`config.mk`:
```
export PLATFORM = sky130hd
export DESIGN_NAME = if_fetch
export DESIGN_NICKNAME = d
export VERILOG_FILES = /design/src/rtl/if_fetch_pkg.sv /design/src/rtl/if_skid_buf.sv /design/src/rtl/if_fetch.sv
export SDC_FILE = /design/constraint.sdc
export NUM_CORES = 1
export LEC_CHECK = 0
export BUFFER_PORTS_ARGS = -buffer_cell sky130_fd_sc_hd__buf_2
export CAP_MARGIN = 10
export CORE_MARGIN = 2
export CORE_UTILIZATION = 30
export DETAILED_ROUTE_END_ITERATION = 12
export GPL_TIMING_DRIVEN = 0
export PLACE_DENSITY = 0.52
export SLEW_MARGIN = 10
export SYNTH_ARGS = -nofsm -noshare
export SYNTH_HDL_FRONTEND = slang
export SYNTH_SLANG_ARGS = --single-unit
```
`constraint.sdc`:
```
create_clock -name clk -period 7.4 [get_ports clk]
set_input_delay 1.11 -clock clk [delete_from_list [all_inputs] [get_ports clk]]
set_output_delay 1.11 -clock clk [all_outputs]
set_load 0.01 [all_outputs]
```
`src/rtl/if_fetch_pkg.sv`:
```
// Shared types and constants for the instruction-fetch stage.
// Word/instruction typedefs, fetch FSM states and the sequential-PC helper.
package if_fetch_pkg;

  typedef logic        Bit_t;
  typedef logic [31:0] Word_t;
  typedef logic [31:0] Inst_t;

  localparam Word_t RESET_PC_DEF = 32'hBFC0_0000;
  localparam Word_t ZERO_WORD    = 32'h0000_0000;

  typedef enum logic [1:0] {
    FETCH   = 2'd0,
    HOLD    = 2'd1,
    DISCARD = 2'd2
  } FetchState_t;

  // Sequential successor; wraps modulo 2^32.
  function automatic Word_t seq_pc(input Word_t pc);
    return pc + 32'd4;
  endfunction

endpackage

```
`src/rtl/if_skid_buf.sv`:
```
// One-entry {pc, inst} skid buffer that catches a fetched word while ID is stalled.
// clear wins over push, push wins over pop.
module if_skid_buf
  import if_fetch_pkg::*;
(
  input  logic  clk,
  input  logic  rst,
  input  Bit_t  clear_i,
  input  Bit_t  push_i,
  input  Bit_t  pop_i,
  input  Word_t pc_i,
  input  Inst_t inst_i,
  output Bit_t  full_o,
  output Word_t pc_o,
  output Inst_t inst_o
);

  Bit_t  full_q, full_d;
  Word_t pc_q;
  Inst_t inst_q;

  always_comb begin
    full_d = full_q;
    if (pop_i)   full_d = 1'b0;
    if (push_i)  full_d = 1'b1;
    if (clear_i) full_d = 1'b0;
  end

  always_ff @(posedge clk) begin
    if (rst) full_q <= 1'b0;
    else     full_q <= full_d;
  end

  // Payload is qualified by full_q, so it carries no reset.
  always_ff @(posedge clk) begin
    if (push_i) begin
      pc_q   <= pc_i;
      inst_q <= inst_i;
    end
  end

  assign full_o = full_q;
  assign pc_o   = pc_q;
  assign inst_o = inst_q;

endmodule

```
`src/rtl/if_fetch.sv`:
```
// MIPS IF stage: owns the PC, drives a single-outstanding instruction bus and
// feeds {pc, inst, valid} to ID with stall, delay-slot branch and flush support.
module if_fetch
  import if_fetch_pkg::*;
#(
  parameter Word_t RESET_PC = RESET_PC_DEF
) (
  input  logic        clk,
  input  logic        rst,
  output logic        ibus_req,
  output logic [31:0] ibus_addr,
  input  logic        ibus_ack,
  input  logic [31:0] ibus_rdata,
  input  logic        id_stall,
  input  logic        branch_flag,
  input  logic [31:0] branch_target,
  input  logic        flush,
  input  logic [31:0] flush_pc,
  output logic        id_valid,
  output logic [31:0] id_pc,
  output logic [31:0] id_inst
);

  FetchState_t state_q, state_d;
  Word_t       pc_q, pc_d;
  Bit_t        req_q, req_d;
  Bit_t        redir_q, redir_d;
  Word_t       tgt_q, tgt_d;
  Word_t       fpc_q, fpc_d;
  Bit_t        vld_q, vld_d;
  Word_t       id_pc_q, id_pc_d;
  Inst_t       id_inst_q, id_inst_d;

  Bit_t  skid_push, skid_pop, skid_clear, skid_full;
  Word_t skid_pc;
  Inst_t skid_inst;

  Bit_t  out_free, acked;
  Word_t next_pc;

  if_skid_buf u_skid (
    .clk     (clk),
    .rst     (rst),
    .clear_i (skid_clear),
    .push_i  (skid_push),
    .pop_i   (skid_pop),
    .pc_i    (pc_q),
    .inst_i  (ibus_rdata),
    .full_o  (skid_full),
    .pc_o    (skid_pc),
    .inst_o  (skid_inst)
  );

  assign out_free = !vld_q || !id_stall;
  assign acked    = req_q && ibus_ack;

  // A branch arriving with the ack makes the acked word the delay slot.
  always_comb begin
    next_pc = seq_pc(pc_q);
    if (branch_flag)  next_pc = branch_target;
    else if (redir_q) next_pc = tgt_q;
  end

  always_comb begin
    state_d    = state_q;
    pc_d       = pc_q;
    redir_d    = redir_q;
    tgt_d      = tgt_q;
    fpc_d      = fpc_q;
    vld_d      = vld_q;
    id_pc_d    = id_pc_q;
    id_inst_d  = id_inst_q;
    skid_push  = 1'b0;
    skid_pop   = 1'b0;
    skid_clear = 1'b0;

    if (flush) begin
      vld_d      = 1'b0;
      skid_clear = 1'b1;
      redir_d    = 1'b0;
      if (req_q && !ibus_ack) begin
        // The outstanding request cannot be withdrawn; drain it first.
        state_d = DISCARD;
        fpc_d   = flush_pc;
      end else begin
        state_d = FETCH;
        pc_d    = flush_pc;
      end
    end else begin
      unique case (state_q)
        FETCH: begin
          if (acked) begin
            pc_d    = next_pc;
            redir_d = 1'b0;
            if (out_free) begin
              vld_d     = 1'b1;
              id_pc_d   = pc_q;
              id_inst_d = ibus_rdata;
            end else begin
              skid_push = 1'b1;
              state_d   = HOLD;
            end
          end else begin
            if (out_free) vld_d = 1'b0;
            if (branch_flag) begin
              redir_d = 1'b1;
              tgt_d   = branch_target;
            end
          end
        end
        HOLD: begin
          // The skid already holds the delay slot, so jump straight to target.
          if (branch_flag) begin
            pc_d    = branch_target;
            redir_d = 1'b0;
          end
          if (out_free && skid_full) begin
            vld_d     = 1'b1;
            id_pc_d   = skid_pc;
            id_inst_d = skid_inst;
            skid_pop  = 1'b1;
            state_d   = FETCH;
          end
        end
        DISCARD: begin
          if (out_free) vld_d = 1'b0;
          if (acked) begin
            pc_d    = fpc_q;
            state_d = FETCH;
          end
        end
        default: state_d = FETCH;
      endcase
    end

    req_d = (state_d != HOLD);
  end

  always_ff @(posedge clk) begin
    if (rst) begin
      state_q   <= FETCH;
      pc_q      <= RESET_PC;
      req_q     <= 1'b0;
      redir_q   <= 1'b0;
      vld_q     <= 1'b0;
      id_pc_q   <= ZERO_WORD;
      id_inst_q <= ZERO_WORD;
    end else begin
      state_q   <= state_d;
      pc_q      <= pc_d;
      req_q     <= req_d;
      redir_q   <= redir_d;
      vld_q     <= vld_d;
      id_pc_q   <= id_pc_d;
      id_inst_q <= id_inst_d;
    end
  end

  always_ff @(posedge clk) begin
    tgt_q <= tgt_d;
    fpc_q <= fpc_d;
  end

  assign ibus_req  = req_q;
  assign ibus_addr = {pc_q[31:2], 2'b00};
  assign id_valid  = vld_q;
  assign id_pc     = id_pc_q;
  assign id_inst   = id_inst_q;

endmodule

```
==> results of run 1 <==
## sequential cells by signal, indices dropped and copies added, names as in the netlist
| signal | flops |
|---|---|
| redir_q | 1 |
| ibus_req | 1 |
| u_skid.pc_o | 32 |
| state_q | 2 |
| u_skid.full_o | 1 |
| id_pc | 32 |
| fpc_q | 32 |
| pc_q | 32 |
| u_skid.inst_o | 32 |
| tgt_q | 32 |
| id_inst | 32 |
| id_valid | 1 |
## metal layers
| metal | up-vias | routed length (um) | global-route usage |
|---|---|---|---|
| li1 | 4067 | - | - |
| met1 | 4421 | 17010 | 0.2833 |
| met4 | 0 | 975 | 0.05621 |
| met5 | - | 0 | 0 |
| met3 | 64 | 2901 | 0.03672 |
| met2 | 392 | 17670 | 0.3280 |
## stage by stage
| step | utilization | instances | instance area (um^2) | power [mW] | setup WS, ns |
|---|---|---|---|---|---|
| finish | 0.3791 | 1652 | 13090 | 3.190 | 3.806 |
| global route | 0.3791 | 1652 | 13090 | 3.316 | 3.690 |
| CTS | 0.3790 | 1652 | 13090 | 3.210 | 3.870 |
| detailed placement | 0.3546 | 1603 | 12250 | 1.931 | 3.315 |
| global placement | 0.3504 | 1598 | 12100 | 1.923 | 0.1200 |
| floorplan | - | 947 | 10550 | 1.728 | 2.512 |
## worst reg2reg max path: stages (launching register included)
cell and delay, ns:
dfxtp_1 0.38, inv_1 0.08, ha_1 0.38, clkbuf_1 0.43, buf_1 0.58, clkbuf_1 0.70
a211oi_1 0.16, o21ai_0 0.43, a31oi_1 0.17
## cell type report
class	instances	area, um^2	share of cell area
flip-flops and latches	230	5886	0.4495
clock inverters	5	25.02	0.001911
repair buffers	201	1104	0.08428
multi-input cells	596	4069	0.3108
inverters	13	48.80	0.003727
well taps	455	569.3	0.04348
plain buffers	108	573.1	0.04376
clock buffers	44	819.5	0.06259
## cells in the final DEF, fill, tap and decap left out, types with 6 or more instances in the layout
cell | Yosys | final
edfxtp_1 | 128 | 128
buf_1 | 12 | 12
nand4_1 | 13 | 13
o211ai_1 | 9 | 9
o21ai_0 | 21 | 21
nor3_1 | 14 | 14
clkbuf_8 | 0 | 8
nand3_1 | 17 | 17
xor2_1 | 10 | 10
inv_1 | 13 | 13
clkbuf_16 | 0 | 27
a221o_1 | 8 | 8
a22oi_1 | 23 | 23
a21oi_1 | 39 | 39
nand2_1 | 44 | 44
a211oi_1 | 77 | 77
and2_1 | 7 | 7
mux2i_1 | 74 | 74
buf_2 | 26 | 222
a22o_1 | 8 | 8
dfxtp_1 | 102 | 102
nor4_1 | 11 | 11
a31oi_1 | 6 | 6
clkbuf_1 | 35 | 44
a221oi_1 | 25 | 25
buf_4 | 34 | 34
o221ai_1 | 6 | 6
nor2_1 | 98 | 95
a21boi_0 | 6 | 6
## Yosys cell counts (12+ instances only)
cell type  count  area share
a211oi_1      77       0.055
inv_1         13      0.0046
dfxtp_1      102        0.19
a221oi_1      25       0.021
mux2i_1       74       0.070
nand3_1       17      0.0081
nor3_1        14      0.0066
nand4_1       13      0.0077
nor2_1        98       0.035
edfxtp_1     128        0.36
a22oi_1       23       0.016
nand2_1       44       0.016
o21ai_0       21       0.010
clkbuf_1      35       0.012
a21oi_1       39       0.019
buf_4         34       0.024
buf_1         12      0.0043
buf_2         26       0.012
## cells by family (layout without fill, tap and decap cells)
logic type | count (synthesis) | count (layout)
buf+inv | 121 | 371
flops | 230 | 230
simple gates | 232 | 232
fa+ha+maj | 5 | 5
compound gates | 269 | 269
mux | 75 | 75
xor+xnor | 13 | 13
other cells | 1 | 2
## power groups by stage
stage / Combinational [mW] / Sequential (mW) / Clock (mW)
after floorplan: 0.234 / 1.49 / 0
after global placement: 0.418 / 1.50 / 0
after detailed placement: 0.426 / 1.51 / 0
after CTS: 0.428 / 1.48 / 1.30
after global routing: 0.467 / 1.49 / 1.36
final: 0.430 / 1.48 / 1.28
## worst paths after layout
check,from,slack (ns),end
worst max-delay path,branch_flag,3.81,tgt_q[11]
worst min-delay path,pc_q[4],0.45,u_skid.pc_o[4]
worst max register to register,state_q[0],3.94,pc_q[21]
worst min register to register,pc_q[4],0.45,u_skid.pc_o[4]
==> out/metrics.yaml, run 1 <==
yosys:
  synth-seq-cells: 230
  synthAdderAreaFrac: 0.005930
  syn_area_per_cell_um2: 11.15
  synth-simple-area-share: 0.1063
  synth_top_family_by_area: "compound AO/OA/AOI/OAI gates"
  synth_flop_cell: "edfxtp_1"
  synth_xor_area_frac: 0.01079
  synth.mux.area_fraction: 0.07128
  ys_seq_area_frac: 0.5579
  synth_edf_count: 128
  syn_inst: 946
  syn_area_um2: 10550
  yosysWarnings: 0
  async_reset_ff_frac: 0
  yosysUniqueCellTypes: 68
  synth_compound_gate_area_share: 0.1885
setup_path:
  cp_slowest_cell: "clkbuf_1"
  cpMostUsedCell: "clkbuf_1"
  cp-start-kind: "input pin"
  reg2reg_depth: 8
  cp.buffers_inverters: 5
  end_kind: "flop"
  worstPathCellList: "buf_2 -> clkbuf_1 -> buf_1 -> clkbuf_1 -> nand3_1 -> nor2_4 -> buf_16"
  critPathArrivalTime_ns: 3.84
  cp_num_cells: 7
  path_delay_family: "buffers and inverters"
  path_max_fanout: 18
  slowest_delay_ns: 0.65
  crit_type: "input pin to flop"
  worst_ep_required_time_ns: 7.64
global_routing:
  grt_use_total: 0.2048
  grt_start_max_net_pins: 25
  grt_pass1_vias: 8605
  antenna_found_initial: 0
  grt_overflow: 0
  grt_pass1_wl_mm: 55.90
floorplanning:
  dieArea_um2: 36680
  rows: 68
  initial_core_util: 0.3054
  die_x_um: 191.5
  io_pins: 200
  chipHeight_um: 191.5
  core_area_um2: 34540
final_layout:
  diodes: 0
  fin_nets: 1284
  drive_above_1_share: 0.2640
  fillers: 3487
  area_delta_synth_final_pct: 24.13
drt:
  via_per_inst: 5.414
  dr.pass1.iters: 6
  wl_per_cell_um: 23.34
  drc: 0
  drt-total-wl_mm: 38.56
  vias: 8944
  drtIter0Drc: 921
  ant_nets: 0
sta:
  finalSetupViolations: 0
  fmax_mhz: 278.2
  relSlewSlack: 0.2197
  worst_slew_pin_slew_ns: 1.166
  finalHoldViolations: 0
  period_minus_slack_ns: 3.594
  whs_ns: 0.4488
  rsz0062_at_grt: "false"
  setup_tns_ns: 0
  fin_crit_sh: 0.4857
  slew_violations: 0
  skew_ns: 0.01598
place:
  gp_congestion: 0.9083
  dp_hpwl_mm: 27.50
  port_buffers: 196
worst_hold_path:
  min_path_type: "flop to flop"
  min_path_cells: 0
clock_tree:
  cts_buffers: 27
  cts_resized: 0
  cts_num_sinks: 230
  cts_setup_buffers: 0
  root_buffer: "clkbuf_16"
  cts_tree: "yes"
  ctsHoldBuffers: 0
  insertion_delay_ns: 0.54
  clk_pin_slew_ns: 0.06
  cts_buffer_depth: 3
  cts_max_level: 1
run_status:
  status: "complete, no violations"
pwr:
  p_sw_frac: 0.2680
  ir_worst_vdd_mv: 0.1517
  p_seq_frac: 0.463
  internal_power_mw: 2.335
  clock_power_share: 0.402
  p_leak_nw: 4.785
  power_density_nw_per_um2: 243.6
  switchingPower_mw: 0.8548
  p_comb_frac: 0.135
run:
  drv_cap: 0
No activity file was read; power rests on OpenSTA's default activity.
==> run 2, diff against run 1 <==
--- a/config.mk
+++ b/config.mk
@@ -5,13 +5,14 @@
 export SDC_FILE = /design/constraint.sdc
 export NUM_CORES = 1
 export LEC_CHECK = 0
+export ABC_AREA = 1
 export BUFFER_PORTS_ARGS = -buffer_cell sky130_fd_sc_hd__buf_2
 export CAP_MARGIN = 10
 export CORE_MARGIN = 2
 export CORE_UTILIZATION = 30
 export DETAILED_ROUTE_END_ITERATION = 12
 export GPL_TIMING_DRIVEN = 0
-export PLACE_DENSITY = 0.52
+export PLACE_DENSITY = 0.54
 export SLEW_MARGIN = 10
 export SYNTH_ARGS = -nofsm -noshare
 export SYNTH_HDL_FRONTEND = slang
==> constraint.sdc (replaced) <==
create_clock -name clk -period 3.2 [get_ports clk]
set_input_delay 0.48 -clock clk [delete_from_list [all_inputs] [get_ports clk]]
set_output_delay 0.48 -clock clk [all_outputs]
set_load 0.01 [all_outputs]
==> run 2 against run 1 <==
  * Clock power grew to 2.6 times the previous value
  * Critical path depth up 2
  * Register-to-register slack worse by 3.2 ns
  * Final cell count up 19%
  * First-iteration DRC count shrank 9.9%
  * Clock skew shrank 0.0045 ns
  * Total power grew 140%
  * Flip-flop and latch count stayed put
  * Die area increased by 2.4%
  * Combinational power rose by 120%
  * Core utilization barely moved
  * Critical endpoint is now pc_q[1]
  * Largest power group unchanged
==> out/metrics.yaml, run 2 <==
yosys:
  synth_flop_cell: "edfxtp_1"  # unchanged
  synth_edf_count: 128  # unchanged
  syn_area_per_cell_um2: 8.672  # was 11.15 um^2
  synthDominantCellAreaShare: 0.3557  # was 0.3644
  synth-simple-area-share: 0.2110  # was 0.1063
  syn_inst: 1246  # was 946
  synth.mux.area_fraction: 0  # was 0.07128
  synth-seq-cells: 230  # unchanged
  synth_compound_gate_area_share: 0.1616  # was 0.1885
  yosysWarnings: 0  # unchanged
  async_reset_ff_frac: 0  # unchanged
  ys_seq_area_frac: 0.5447  # was 0.5579
  yosysMostFrequentCell: "nand2_1"  # was edfxtp_1
  syn_area_um2: 10810  # was 10550 um^2
  synthAdderAreaFrac: 0.005790  # was 0.005930
  synth_xor_area_frac: 0.005674  # was 0.01079
  ys_top_cells_by_area: "edfxtp_1 (36%), dfxtp_1 (19%), nand2_1 (12%)"  # was edfxtp_1 (36%), dfxtp_1 (19%), mux2i_1 (7.0%)
  synth_top_area_cell: "edfxtp_1"  # unchanged
  synth_top_family_by_area: "simple AND/OR/NAND/NOR gates"  # was compound AO/OA/AOI/OAI gates
  yosysUniqueCellTypes: 44  # was 68
  synth_common_cells: "nand2_1 (355), edfxtp_1 (128), nor2_1 (124), dfxtp_1 (102), o21ai_0 (98)"  # was edfxtp_1 (128), dfxtp_1 (102), nor2_1 (98), a211oi_1 (77), mux2i_1 (74)
run_status:
  status: "complete, no violations"  # unchanged
final_layout:
  stdcell_count: 1959  # was 1652
  final_cell_mix: "nand2_1 (355), buf_2 (222), edfxtp_1 (128)"  # was buf_2 (222), edfxtp_1 (128), dfxtp_1 (102)
  final_common_cell: "nand2_1"  # was buf_2
  drive_above_1_share: 0.2397  # was 0.2640
  fin_nets: 1583  # was 1284
  diodes: 0  # unchanged
  area_delta_synth_final_pct: 24.43  # was 24.13%
drt:
  vias: 9768  # was 8944
  via_per_inst: 4.986  # was 5.414
  wl_per_cell_um: 19.26  # was 23.34 um
  drc: 0  # unchanged
  drtIter0Drc: 830  # was 921
  ant_nets: 0  # unchanged
  dr.pass1.iters: 5  # was 6
  drt-total-wl_mm: 37.73  # was 38.56 mm
setup_path:
  crit_type: "flop to flop"  # was input pin to flop
  end_kind: "flop"  # unchanged
  cp-start-kind: "flop"  # was input pin
  critPathArrivalTime_ns: 2.93  # was 3.84 ns
  path_max_fanout: 10  # was 18
  worst_ep_required_time_ns: 3.68  # was 7.64 ns
place:
  dp_hpwl_mm: 27.69  # was 27.50 mm
  place_inst: 1907  # was 1603
  gp_congestion: 0.8725  # was 0.9083
  port_buffers: 195  # was 196
pwr:
  power_density_nw_per_um2: 572.1  # was 243.6 nW/um^2
  ir_worst_vdd_mv: 0.3599  # was 0.1517 mV
  p_total_mw: 7.691  # was 3.190 mW
  p_leak_nw: 5.528  # was 4.785 nW
sta:
  finalSetupViolations: 0  # unchanged
  slew_violations: 0  # unchanged
  skew_ns: 0.01149  # was 0.01598 ns
  relSlewSlack: 0.5023  # was 0.2197
  worst_slew_pin_slew_ns: 0.7465  # was 1.166 ns
  fin_crit_sh: 0.7660
  rsz0062_at_grt: "false"  # unchanged
  whs_ns: 0.1044  # was 0.4488 ns
  finalHoldViolations: 0  # unchanged
  period_minus_slack_ns: 2.451
  fmax_mhz: 407.9
global_routing:
  grt_use_total: 0.1940  # was 0.2048
  grt_pass1_vias: 9017  # was 8605
  use_met2: 0.3102  # was 0.3280
  grt_pass1_wl_mm: 56.24  # was 55.90 mm
  antenna_found_initial: 0  # unchanged
  gr-max-usage-layer: "met2"  # unchanged
  grt_overflow: 0  # unchanged
  grt_util_met1: 0.2718  # was 0.2833
  grtUsageMet3: 0.03201  # was 0.03672
  grt_start_max_net_pins: 33  # was 25
floorplanning:
  chipHeight_um: 193.8  # was 191.5 um
  dieArea_um2: 37550  # was 36680 um^2
  core_area_um2: 35480  # was 34540 um^2
  io_pins: 200  # unchanged
  rows: 69  # was 68
  die_x_um: 193.8  # was 191.5 um
  initial_core_util: 0.3045  # was 0.3054
clock_tree:
  cts_buffers: 28  # was 27
  clk_pin_slew_ns: 0.06  # about the same
  cts_buffer_depth: 3  # unchanged
  cts_num_sinks: 230  # unchanged
  cts_tree: "yes"  # unchanged
  insertion_delay_ns: 0.57  # was 0.54 ns
  cts_setup_buffers: 0  # unchanged
  root_buffer: "clkbuf_16"  # unchanged
  cts_max_level: 1  # unchanged
  ctsHoldBuffers: 0  # unchanged
  cts_resized: 0  # unchanged
run:
  drv_cap: 0  # unchanged
worst_hold_path:
  min_path_type: "input pin to flop"  # was flop to flop
run 2: final timing paths:
kind         depth (start not counted)  slack (ns)        endpoint         start
max                                  9        0.75         pc_q[1]    state_q[1]
min                                  1        0.10       fpc_q[21]  flush_pc[21]
max reg2reg                          9        0.75         pc_q[1]    state_q[1]
min reg2reg                          0        0.46  u_skid.pc_o[4]       pc_q[4]
run 2: cell families after synthesis:
family / after synthesis
buf+inv: 154
compound gates: 296
other cells: 1
flops: 230
simple gates: 553
fa+ha+maj: 5
xor+xnor: 7
run 2: final cells by class:
cell class,instances,area (um^2)
Timing Repair Buffer,199,1064
Sequential cell,230,5886
Clock buffer,32,778.2
Inverter,44,165.2
Clock inverter,20,202.7
Tap cell,461,576.8
Multi-Input combinational cell,863,4173
Buffer,110,600.6
Fill cell,3660,22040
run 2: stage by stage:
step | utilization | setup WS [ns] | instance area (um^2) | setup TNS (ns)
after floorplan | - | 0.2414 | 10810 | 0
after global placement | 0.3485 | -0.8856 | 12360 | -80.94
after detailed placement | 0.3513 | 0.7247 | 12460 | 0
after CTS | 0.3789 | 0.7828 | 13450 | 0
after global routing | 0.3789 | 0.5327 | 13450 | 0
final | 0.3789 | 0.7487 | 13450 | 0
run 2: power by group:
| part | internal (mW) | total (mW) | switching [mW] |
|---|---|---|---|
| registers | 3.26 | 3.40 | 0.148 |
| clock network | 2.00 | 3.35 | 1.35 |
| logic | 0.362 | 0.940 | 0.577 |
| total | 5.61 | 7.69 | 2.08 |
run 2: metal layers:
layer	wire (um)	share of wire
met2	16930	0.45
met1	17070	0.45
met3	2838	0.075
met4	888	0.024
met5	0	0
run 2: worst max-delay path: stages, from the launching register on:
cell and delay (ns):
dfxtp_1 0.33, inv_1 0.08, ha_1 0.23, buf_2 0.29
clkinv_1 0.40, nand4_1 0.23, inv_1 0.05, nor2_1 0.30
o211ai_1 0.24, a21oi_1 0.18
==> run 3, diff against run 2 <==
==> constraint.sdc (replaced) <==
create_clock -name clk -period 2.04 [get_ports clk]
set_input_delay 0.306 -clock clk [delete_from_list [all_inputs] [get_ports clk]]
set_output_delay 0.306 -clock clk [all_outputs]
set_load 0.01 [all_outputs]
==> run 3 against run 2 <==
  * Design area is 9.0% higher
  * Clock skew increased by 0.018 ns
  * Sequential power up 57%
  * Critical path type unchanged
  * Via count is 3.5% higher
  * Routed wire length is 2.7% higher
  * Register-to-register slack lost 0.66 ns
  * Die area unchanged
  * Flip-flop and latch count is the same
  * Clock power is 46% higher
  * Combinational power is 79% higher
  * Final cell count up 5.4%
==> out/metrics.yaml, run 3 (same netlist as run 2, synthesis figures left out) <==
global_routing:
  grt_pass1_wl_mm: 58.92  # was 56.24 mm
  grt_use_total: 0.2006  # was 0.1940
  grtUsageMet3: 0.02887  # was 0.03201
  grt_start_max_net_pins: 29  # was 33
  use_met2: 0.3311  # was 0.3102
  grt_overflow: 0  # unchanged
  grt_pass1_vias: 9776  # was 9017
  antenna_found_initial: 1  # was 0
  grt_util_met1: 0.2811  # was 0.2718
  gr-max-usage-layer: "met2"  # unchanged
place:
  port_buffers: 195  # unchanged
  place_inst: 1906  # was 1907
  gp_congestion: 0.8602  # was 0.8725
  dp_hpwl_mm: 28.05  # was 27.69 mm
  pre_cts_ws_ns: -0.3629  # was 0.7247 ns
run:
  drv_cap: 0  # unchanged
setup_path:
  worstPathCellList: "inv_1 -> ha_2 -> buf_4 -> clkinv_2 -> buf_4 -> clkbuf_2 -> nand2_1 -> a31oi_1"  # was inv_1 -> ha_1 -> buf_2 -> clkinv_1 -> nand4_1 -> inv_1 -> nor2_1 -> o211ai_1 -> a21oi_1
  end_kind: "flop"  # unchanged
  worst_ep_required_time_ns: 2.45  # was 3.68 ns
  slowest_delay_ns: 0.33  # was 0.40 ns
  cp-start-kind: "flop"  # unchanged
  cpMostUsedCell: "buf_4"  # was inv_1
  cp.buffers_inverters: 5  # was 4
  critPathArrivalTime_ns: 2.36  # was 2.93 ns
  cp_slowest_cell: "dfxtp_2"  # was clkinv_1
  path_max_fanout: 10  # unchanged
  crit_type: "flop to flop"  # unchanged
  path_delay_family: "buffers and inverters"  # unchanged
final_layout:
  final-seq-area_um2: 5943  # was 5886 um^2
  stdcell_count: 2064  # was 1959
  multiInputGateArea_um2: 4288  # was 4173 um^2
  fillers: 3582  # was 3660
  final_cell_mix: "nand2_1 (351), buf_2 (211), edfxtp_1 (128)"  # was nand2_1 (355), buf_2 (222), edfxtp_1 (128)
  diodes: 0  # unchanged
  fin_nets: 1688  # was 1583
  drive_above_1_share: 0.2645  # was 0.2397
  area_delta_synth_final_pct: 35.69  # was 24.43%
  final_common_cell: "nand2_1"  # unchanged
worst_hold_path:
  min_path_type: "input pin to flop"  # unchanged
clock_tree:
  cts_num_sinks: 230  # unchanged
  cts_max_level: 1  # unchanged
  root_buffer: "clkbuf_16"  # unchanged
  insertion_delay_ns: 0.56  # was 0.57 ns
  cts_buffers: 28  # unchanged
  cts_buffer_depth: 3  # unchanged
  cts_tree: "yes"  # unchanged
  clk_pin_slew_ns: 0.06  # about the same
drt:
  drt-total-wl_mm: 38.75  # was 37.73 mm
  drc: 0  # unchanged
  drtIter0Drc: 653  # was 830
  vias: 10110  # was 9768
  wl_per_cell_um: 18.78  # was 19.26 um
  dr.pass1.iters: 5  # unchanged
  via_per_inst: 4.898  # was 4.986
  ant_nets: 0  # unchanged
sta:
  worst_slew_pin_slew_ns: 0.7682  # was 0.7465 ns
  slew_violations: 0  # unchanged
  relSlewSlack: 0.4879  # was 0.5023
  skew_ns: 0.02970  # was 0.01149 ns
  fin_crit_sh: 0.9556  # was 0.7660
  period_minus_slack_ns: 1.949  # was 2.451 ns
  whs_ns: 0.1879  # was 0.1044 ns
  finalHoldViolations: 0  # unchanged
  fmax_mhz: 513.0  # was 407.9 MHz
  fin_ws_ns: 0.09054  # was 0.7487 ns
  finalSetupViolations: 0  # unchanged
pwr:
  ir_worst_vdd_mv: 0.6087  # was 0.3599 mV
  power_density_nw_per_um2: 812.1  # was 572.1 nW/um^2
  p_leak_nw: 6.045  # was 5.528 nW
floorplanning:
  dieArea_um2: 37550  # unchanged
  rows: 69  # unchanged
  io_pins: 200  # unchanged
  chipHeight_um: 193.8  # unchanged
  initial_core_util: 0.3045  # unchanged
  core_area_um2: 35480  # unchanged
  die_x_um: 193.8  # unchanged
run_status:
  status: "complete, no violations"  # unchanged
run 3: changes by cell type in the layout (fill, tap and decap cells not counted), sizes merged:
cell,change
dlygate4sd3,+96
clkbuf,+22
clkinv,-8
clkinvlp,-5
buf,+4
bufinv,-3
inv,-2
nor2,+1
run 3: metal layers:
metal	wire (um)	vias up
met3	2558	52
met5	0	-
li1	-	4936
met2	17690	370
met4	740	0
met1	17760	4751
run 3: area by class of cell:
| cell class | count | share of cell area |
|---|---|---|
| Buffer | 110 | 0.04856 |
| Clock buffer | 50 | 0.06033 |
| Tap cell | 461 | 0.03934 |
| Clock inverter | 2 | 0.0009387 |
| Sequential cell | 230 | 0.4054 |
| Inverter | 44 | 0.01135 |
| Timing Repair Buffer | 303 | 0.1417 |
| Multi-Input combinational cell | 864 | 0.2925 |
run 3: power breakdown:
group | switching (mW) | internal (mW) | leakage, nW | total (mW)
Clock | 1.98 | 2.90 | 0.438 | 4.88
Sequential | 0.232 | 5.12 | 2.00 | 5.35
Combinational | 0.952 | 0.726 | 3.60 | 1.68
Total | 3.16 | 8.75 | 6.04 | 11.9
run 3: through the flow:
step | utilization | instance area (um^2) | total power [mW] | setup TNS, ns
5_1_grt | 0.4132 | 14660 | 12.33 | -0.01221
3_3_place_gp | 0.3499 | 12410 | 6.890 | -72.93
3_5_place_dp | 0.3516 | 12470 | 6.902 | -27.07
6_report | 0.4132 | 14660 | 11.91 | 0
2_1_floorplan | - | 10860 | 6.206 | 0
4_1_cts | 0.4072 | 14450 | 11.97 | 0
run 3: worst min-delay path, stage by stage:
cell     delay [ns]
buf_2          0.20
nor2_1         0.10
nand2_1        0.06
nor2_1         0.03
run 3: repair_timing:
item / CTS / global route
pin swaps: 0 / 7
endpoints found under the hold margin: 96 / 0
hold buffers: 96 / 0
gates resized for setup: 47 / 65
buffers inserted: 0 / 9
endpoints found under the setup margin: 121 / 138
cloned: 1 / 0
run 3: worst paths after layout:
kind / endpoint / cells after the start / slack (ns) / startpoint
setup reg to reg: id_pc[2] / 8 / 0.09 / state_q[1]
hold / removal: state_q[0] / 4 / 0.19 / flush
hold reg to reg: u_skid.full_o / 2 / 0.48 / u_skid.full_o
setup / recovery: id_pc[2] / 8 / 0.09 / state_q[1]
